### config.mk
export PLATFORM = sky130hd
export DESIGN_NAME = y86_seq_ctrl
export DESIGN_NICKNAME = d
export VERILOG_FILES = /design/src/rtl/y86_pkg.sv /design/src/rtl/y86_mem_wait.sv /design/src/rtl/y86_seq_ctrl.sv
export SDC_FILE = /design/constraint.sdc
export NUM_CORES = 1
export LEC_CHECK = 0
export BUFFER_PORTS_ARGS = -buffer_cell sky130_fd_sc_hd__buf_2
export CORE_MARGIN = 1.5
export CORE_UTILIZATION = 50
export DETAILED_ROUTE_END_ITERATION = 6
export HOLD_SLACK_MARGIN = 0.1
export PLACE_DENSITY = 0.76
export SYNTH_ARGS = -nofsm -noshare
export SYNTH_HDL_FRONTEND = slang
export SYNTH_SLANG_ARGS = --single-unit
export TNS_END_PERCENT = 1
### constraint.sdc
create_clock -name clk -period 2.73 [get_ports clk]
set_clock_uncertainty 0.05 [all_clocks]
set_input_delay 0.1365 -clock clk [delete_from_list [all_inputs] [get_ports clk]]
set_output_delay 0.1365 -clock clk [all_outputs]
set_load 0.01 [all_outputs]
### src/rtl/y86_pkg.sv
// Shared types and constants for the sequential Y86-64 stage sequencer.
// Holds the sequencer states, status codes, instruction codes and the memory-use decode.
package y86_pkg;

  typedef enum logic [2:0] {
    S_IDLE,
    S_FETCH,
    S_DECODE,
    S_EXECUTE,
    S_MEMORY,
    S_WRITEBACK,
    S_PC_UPD,
    S_HALT
  } state_e;

  localparam logic [2:0] STAT_AOK = 3'd1;
  localparam logic [2:0] STAT_HLT = 3'd2;
  localparam logic [2:0] STAT_ADR = 3'd3;
  localparam logic [2:0] STAT_INS = 3'd4;

  localparam logic [3:0] I_HALT   = 4'h0;
  localparam logic [3:0] I_NOP    = 4'h1;
  localparam logic [3:0] I_RRMOVQ = 4'h2;
  localparam logic [3:0] I_IRMOVQ = 4'h3;
  localparam logic [3:0] I_RMMOVQ = 4'h4;
  localparam logic [3:0] I_MRMOVQ = 4'h5;
  localparam logic [3:0] I_OPQ    = 4'h6;
  localparam logic [3:0] I_JXX    = 4'h7;
  localparam logic [3:0] I_CALL   = 4'h8;
  localparam logic [3:0] I_RET    = 4'h9;
  localparam logic [3:0] I_PUSHQ  = 4'hA;
  localparam logic [3:0] I_POPQ   = 4'hB;

  // Instructions that touch data memory; all others skip the MEMORY stage.
  function automatic logic uses_mem(input logic [3:0] icode);
    return icode inside {I_RMMOVQ, I_MRMOVQ, I_CALL, I_RET, I_PUSHQ, I_POPQ};
  endfunction

endpackage

### src/rtl/y86_mem_wait.sv
// Counts cycles spent in MEMORY and flags the last permitted cycle before timeout.
// The count is forced to zero whenever the sequencer is outside MEMORY.
module y86_mem_wait #(
  parameter int unsigned MEM_TIMEOUT = 15
) (
  input  logic clk,
  input  logic rst_n,
  input  logic active_i,
  output logic timeout_o
);

  localparam int unsigned W = $clog2(MEM_TIMEOUT + 1);

  logic [W-1:0] cnt_q;
  logic [W-1:0] cnt_d;

  always_comb begin
    cnt_d = active_i ? cnt_q + W'(1) : '0;
  end

  always_ff @(posedge clk) begin
    if (!rst_n) cnt_q <= '0;
    else        cnt_q <= cnt_d;
  end

  // cnt_q holds completed wait cycles, so this is the MEM_TIMEOUT-th MEMORY cycle.
  assign timeout_o = active_i && (cnt_q == W'(MEM_TIMEOUT - 1));

endmodule

### src/rtl/y86_seq_ctrl.sv
// Multi-cycle stage sequencer for the sequential Y86-64 core: one-hot stage enables,
// data-memory wait with timeout, architectural status latch and cycle/retire counters.
module y86_seq_ctrl
  import y86_pkg::*;
#(
  parameter int unsigned MEM_TIMEOUT = 15,
  parameter int unsigned CNT_W       = 32
) (
  input  logic             clk,
  input  logic             rst_n,
  input  logic             start_i,
  input  logic [3:0]       icode_i,
  input  logic [2:0]       stat_i,
  input  logic             mem_ready_i,
  input  logic             dmem_error_i,
  output logic             fetch_en_o,
  output logic             decode_en_o,
  output logic             exec_en_o,
  output logic             cc_en_o,
  output logic             mem_en_o,
  output logic             wb_en_o,
  output logic             pc_en_o,
  output logic [2:0]       stat_o,
  output logic             halted_o,
  output logic [CNT_W-1:0] cycle_cnt_o,
  output logic [CNT_W-1:0] instr_cnt_o
);

  state_e           state_q, state_d;
  logic [2:0]       stat_q, stat_d;
  logic [CNT_W-1:0] cycle_q, cycle_d;
  logic [CNT_W-1:0] instr_q, instr_d;
  logic             mem_timeout;

  y86_mem_wait #(
    .MEM_TIMEOUT(MEM_TIMEOUT)
  ) u_mem_wait (
    .clk      (clk),
    .rst_n    (rst_n),
    .active_i (state_q == S_MEMORY),
    .timeout_o(mem_timeout)
  );

  always_comb begin
    state_d     = state_q;
    stat_d      = stat_q;
    cycle_d     = cycle_q;
    instr_d     = instr_q;
    fetch_en_o  = 1'b0;
    decode_en_o = 1'b0;
    exec_en_o   = 1'b0;
    cc_en_o     = 1'b0;
    mem_en_o    = 1'b0;
    wb_en_o     = 1'b0;
    pc_en_o     = 1'b0;

    if (state_q != S_IDLE && state_q != S_HALT) cycle_d = cycle_q + CNT_W'(1);

    case (state_q)
      S_IDLE: if (start_i) state_d = S_FETCH;
      S_FETCH: begin
        fetch_en_o = 1'b1;
        state_d    = S_DECODE;
      end
      S_DECODE: begin
        decode_en_o = 1'b1;
        if (stat_i != STAT_AOK) begin
          stat_d  = stat_i;
          state_d = S_HALT;
        end else begin
          state_d = S_EXECUTE;
        end
      end
      S_EXECUTE: begin
        exec_en_o = 1'b1;
        cc_en_o   = (icode_i == I_OPQ);
        state_d   = uses_mem(icode_i) ? S_MEMORY : S_WRITEBACK;
      end
      S_MEMORY: begin
        mem_en_o = 1'b1;
        // Ready wins over a simultaneous timeout.
        if (mem_ready_i) begin
          if (dmem_error_i) begin
            stat_d  = STAT_ADR;
            state_d = S_HALT;
          end else begin
            state_d = S_WRITEBACK;
          end
        end else if (mem_timeout) begin
          stat_d  = STAT_ADR;
          state_d = S_HALT;
        end
      end
      S_WRITEBACK: begin
        wb_en_o = 1'b1;
        state_d = S_PC_UPD;
      end
      S_PC_UPD: begin
        pc_en_o = 1'b1;
        instr_d = instr_q + CNT_W'(1);
        state_d = S_FETCH;
      end
      default: state_d = S_HALT;
    endcase
  end

  always_ff @(posedge clk) begin
    if (!rst_n) begin
      state_q <= S_IDLE;
      stat_q  <= STAT_AOK;
      cycle_q <= '0;
      instr_q <= '0;
    end else begin
      state_q <= state_d;
      stat_q  <= stat_d;
      cycle_q <= cycle_d;
      instr_q <= instr_d;
    end
  end

  assign stat_o      = stat_q;
  assign halted_o    = (state_q == S_HALT);
  assign cycle_cnt_o = cycle_q;
  assign instr_cnt_o = instr_q;

endmodule

==> impl_metrics.ini <==
[route]
drt_iter0_drc = 130
vias = 3221
wirelength_um = 7857
met1_length_um = 3638
via_per_inst = 5.469
drc = 0
dr_wl_met3_um = 394
route.met2.wl_um = 3638
drt_pass1_iterations = 4
top_layer = met4
wl_per_cell_um = 13.34
drt.antenna.violating_nets = 0

[worst_setup_path]
crit_path_frequent_cell = or3_1
cp-end-kind = register
required_ns = 2.94
max_stage_delay_ns = 0.57
slowest_stage = dfxtp_1
path_class = reg2reg
cp_max_fo = 15
cp-start-kind = register
cp_data_arrival_time_ns = 2.52
crit_path_cell_trace = nor3_1, or3_1, or4_4, or3_1, a21oi_1

[placed_design]
place_congestion = 0.8312
port_buffers = 86
dp.cells = 570
placed_area_um2 = 3944
hpwlAfterDp_um = 5568

[yosys]
synth_cells = 416
synth_top_area_share_pct = 42.85
syn_avg_cell_area_um2 = 8.310
synthesis.nets = 432
netlist_area_um2 = 3457
synth_edf_count = 0
synth_common_cells = dfxtp_1, nor2_1, nand2_1
synthTopCellsByArea = dfxtp_1, xnor2_1, nor2_1
synth-seq-cells = 74
synth-warning-count = 0
synth-seq-area-share_pct = 42.85
synth_most_common_cell = dfxtp_1
synthArstFlopShare_pct = 0
ys.flop_type = dfxtp_1
synth_cell_types = 37
synth_top_area_cell = dfxtp_1

[timing]
drv_slew = 0
max_clock_freq_mhz = 433.1
hold_viol_final = 0
max_slew.worst_pin.slew_ns = 0.9571
relSlewSlack_pct = 36.19
setup_viol = 0
fin_crit_sh_pct = 84.57
fin_crit_ns = 2.309
hold_ws_ns = 0.1280
setup_tns_ns = 0
rsz0062_at_grt = no

[power]
p_switching_mw = 0.5588
clkPwrFrac_pct = 36.6
swShare_pct = 25.92
ir_drop_mv = 0.2844
p_int_mw = 1.597
seq_power_share_pct = 53.8
p_comb_share_pct = 9.6
p_per_area_nw_per_um2 = 518.5
power.leakage_nw = 1.803

[finish]
final_layout_size_suffix_gt1_share_pct = 21.02
fin_util_pct = 61.52
areaGrowthSynthToFinish_pct = 20.23
design_area_um2 = 4156
final_cells = 589
final_nets = 520
antenna-diode-count = 0
fillers = 598

[global_routing]
grt_pass1_wl_um = 13110
grtUsageTotal_pct = 21.99
grt_max_degree = 56
gr-total-overflow = 0
grt_pass1_vias = 2872
antenna_found_initial = 0

[die]
die_h_um = 86.15
start_util_pct = 51.17
rows = 30
pin_count = 87
die_area_um2 = 7422
core_area_um2 = 6756
die_w_um = 86.15

[clock_tree]
numCtsBuffers = 9
cts.sinks = 74
h-tree-depth = 3
clockRootBuffer = clkbuf_8
cts_tree = built
cts_buffer_depth = 2
clk_pin_slew_ns = 0.07
clock_latency_ns = 0.34

[min_path]
hold_class = in2reg

[run]
drv_cap = 0

[outcome]
outcome = complete, no violations
==> what timing repair did <==
action | 4_1_cts | 5_1_grt
gates resized for setup | 0 | 0
buffers inserted | 0 | 0
hold buffers | 3 | 0
endpoints found under the hold margin | 3 | 0
==> worst paths after layout <==
kind	startpoint	to	slack, ns	cells after the start
setup / recovery	state_q[2]$_SDFFE_PN0P_	cycle_cnt_o[27]$_SDFFE_PN0P_	0.42	5
hold / removal	rst_n	stat_o[0]$_SDFFE_PN1P_	0.13	2
setup reg to reg	state_q[2]$_SDFFE_PN0P_	cycle_cnt_o[27]$_SDFFE_PN0P_	0.42	5
hold reg to reg	u_mem_wait.cnt_q[0]$_SDFF_PN0_	u_mem_wait.cnt_q[0]$_SDFF_PN0_	0.42	1
==> cell families (layout without fill, tap and decap cells) <==
kind of cell / count (synthesis) / after routing / synth area share (%)
xor gates and xnor gates: 45 / 45 / 11.40
muxes: 9 / 9 / 2.606
adders and majority gates: 4 / 4 / 1.448
AOI/OAI and AO/OA: 38 / 38 / 5.972
and+or+nand+nor: 220 / 220 / 32.61
DFF: 74 / 74 / 42.85
buffers and inverters: 26 / 119 / 3.112
==> per-layer routing <==
layer,up-vias,track usage [%]
li1,1619,-
met5,-,0
met4,0,10.26
met1,1494,28.77
met3,16,5.197
met2,92,34.36
==> state kept, by name (all words and copies together) (netlist names) <==
name,cells
stat_o,3
instr_cnt_o,32
u_mem_wait.cnt_q,4
state_q,3
cycle_cnt_o,32
==> area by class of cell <==
cell class                      instances  area [µm²]  area share [%]
Clock buffer                           14       172.7           4.154
Clock inverter                          2       10.01          0.2408
Inverter                               11       41.29          0.9934
Multi-Input combinational cell        316        1868           44.94
Sequential cell                        74        1481           35.64
Tap cell                               80       100.1           2.408
Timing Repair Buffer                   92       483.0           11.62
==> power groups by stage <==
stage	combinational (mW)	clock, mW	sequential [mW]
floorplan	0.150	0	1.17
global placement	0.201	0	1.18
detailed placement	0.204	0	1.18
CTS	0.207	0.811	1.16
global route	0.230	0.866	1.17
finish	0.208	0.789	1.16
==> per-stage QoR <==
| stage | setup WS [ns] | total power [mW] |
|---|---|---|
| after detailed placement | 0.4318 | 1.388 |
| after floorplan | 0.4997 | 1.317 |
| after CTS | 0.4235 | 2.178 |
| final | 0.4212 | 2.155 |
| after global routing | 0.2828 | 2.264 |
| after global placement | 0.5181 | 1.380 |
==> worst max-delay path: cells and delay by family, from the launching register on <==
| family | cells | cell delay [ns] |
|---|---|---|
| AO/OA/AOI/OAI | 1 | 0.14 |
| AND/OR/NAND/NOR | 4 | 1.47 |
| flip-flops | 1 | 0.57 |
==> cell usage in the layout (no fill, tap or decap), types with 14 or more instances in the layout <==
cell and n:
buf_2 86, dfxtp_1 74, nor2_1 57, nand2_1 40
xnor2_1 26, nand4_1 23, nand3_1 22, xor2_1 19
a21oi_1 16, o21ai_0 15, nand2b_1 14
Power figures use the tool's default switching activity.
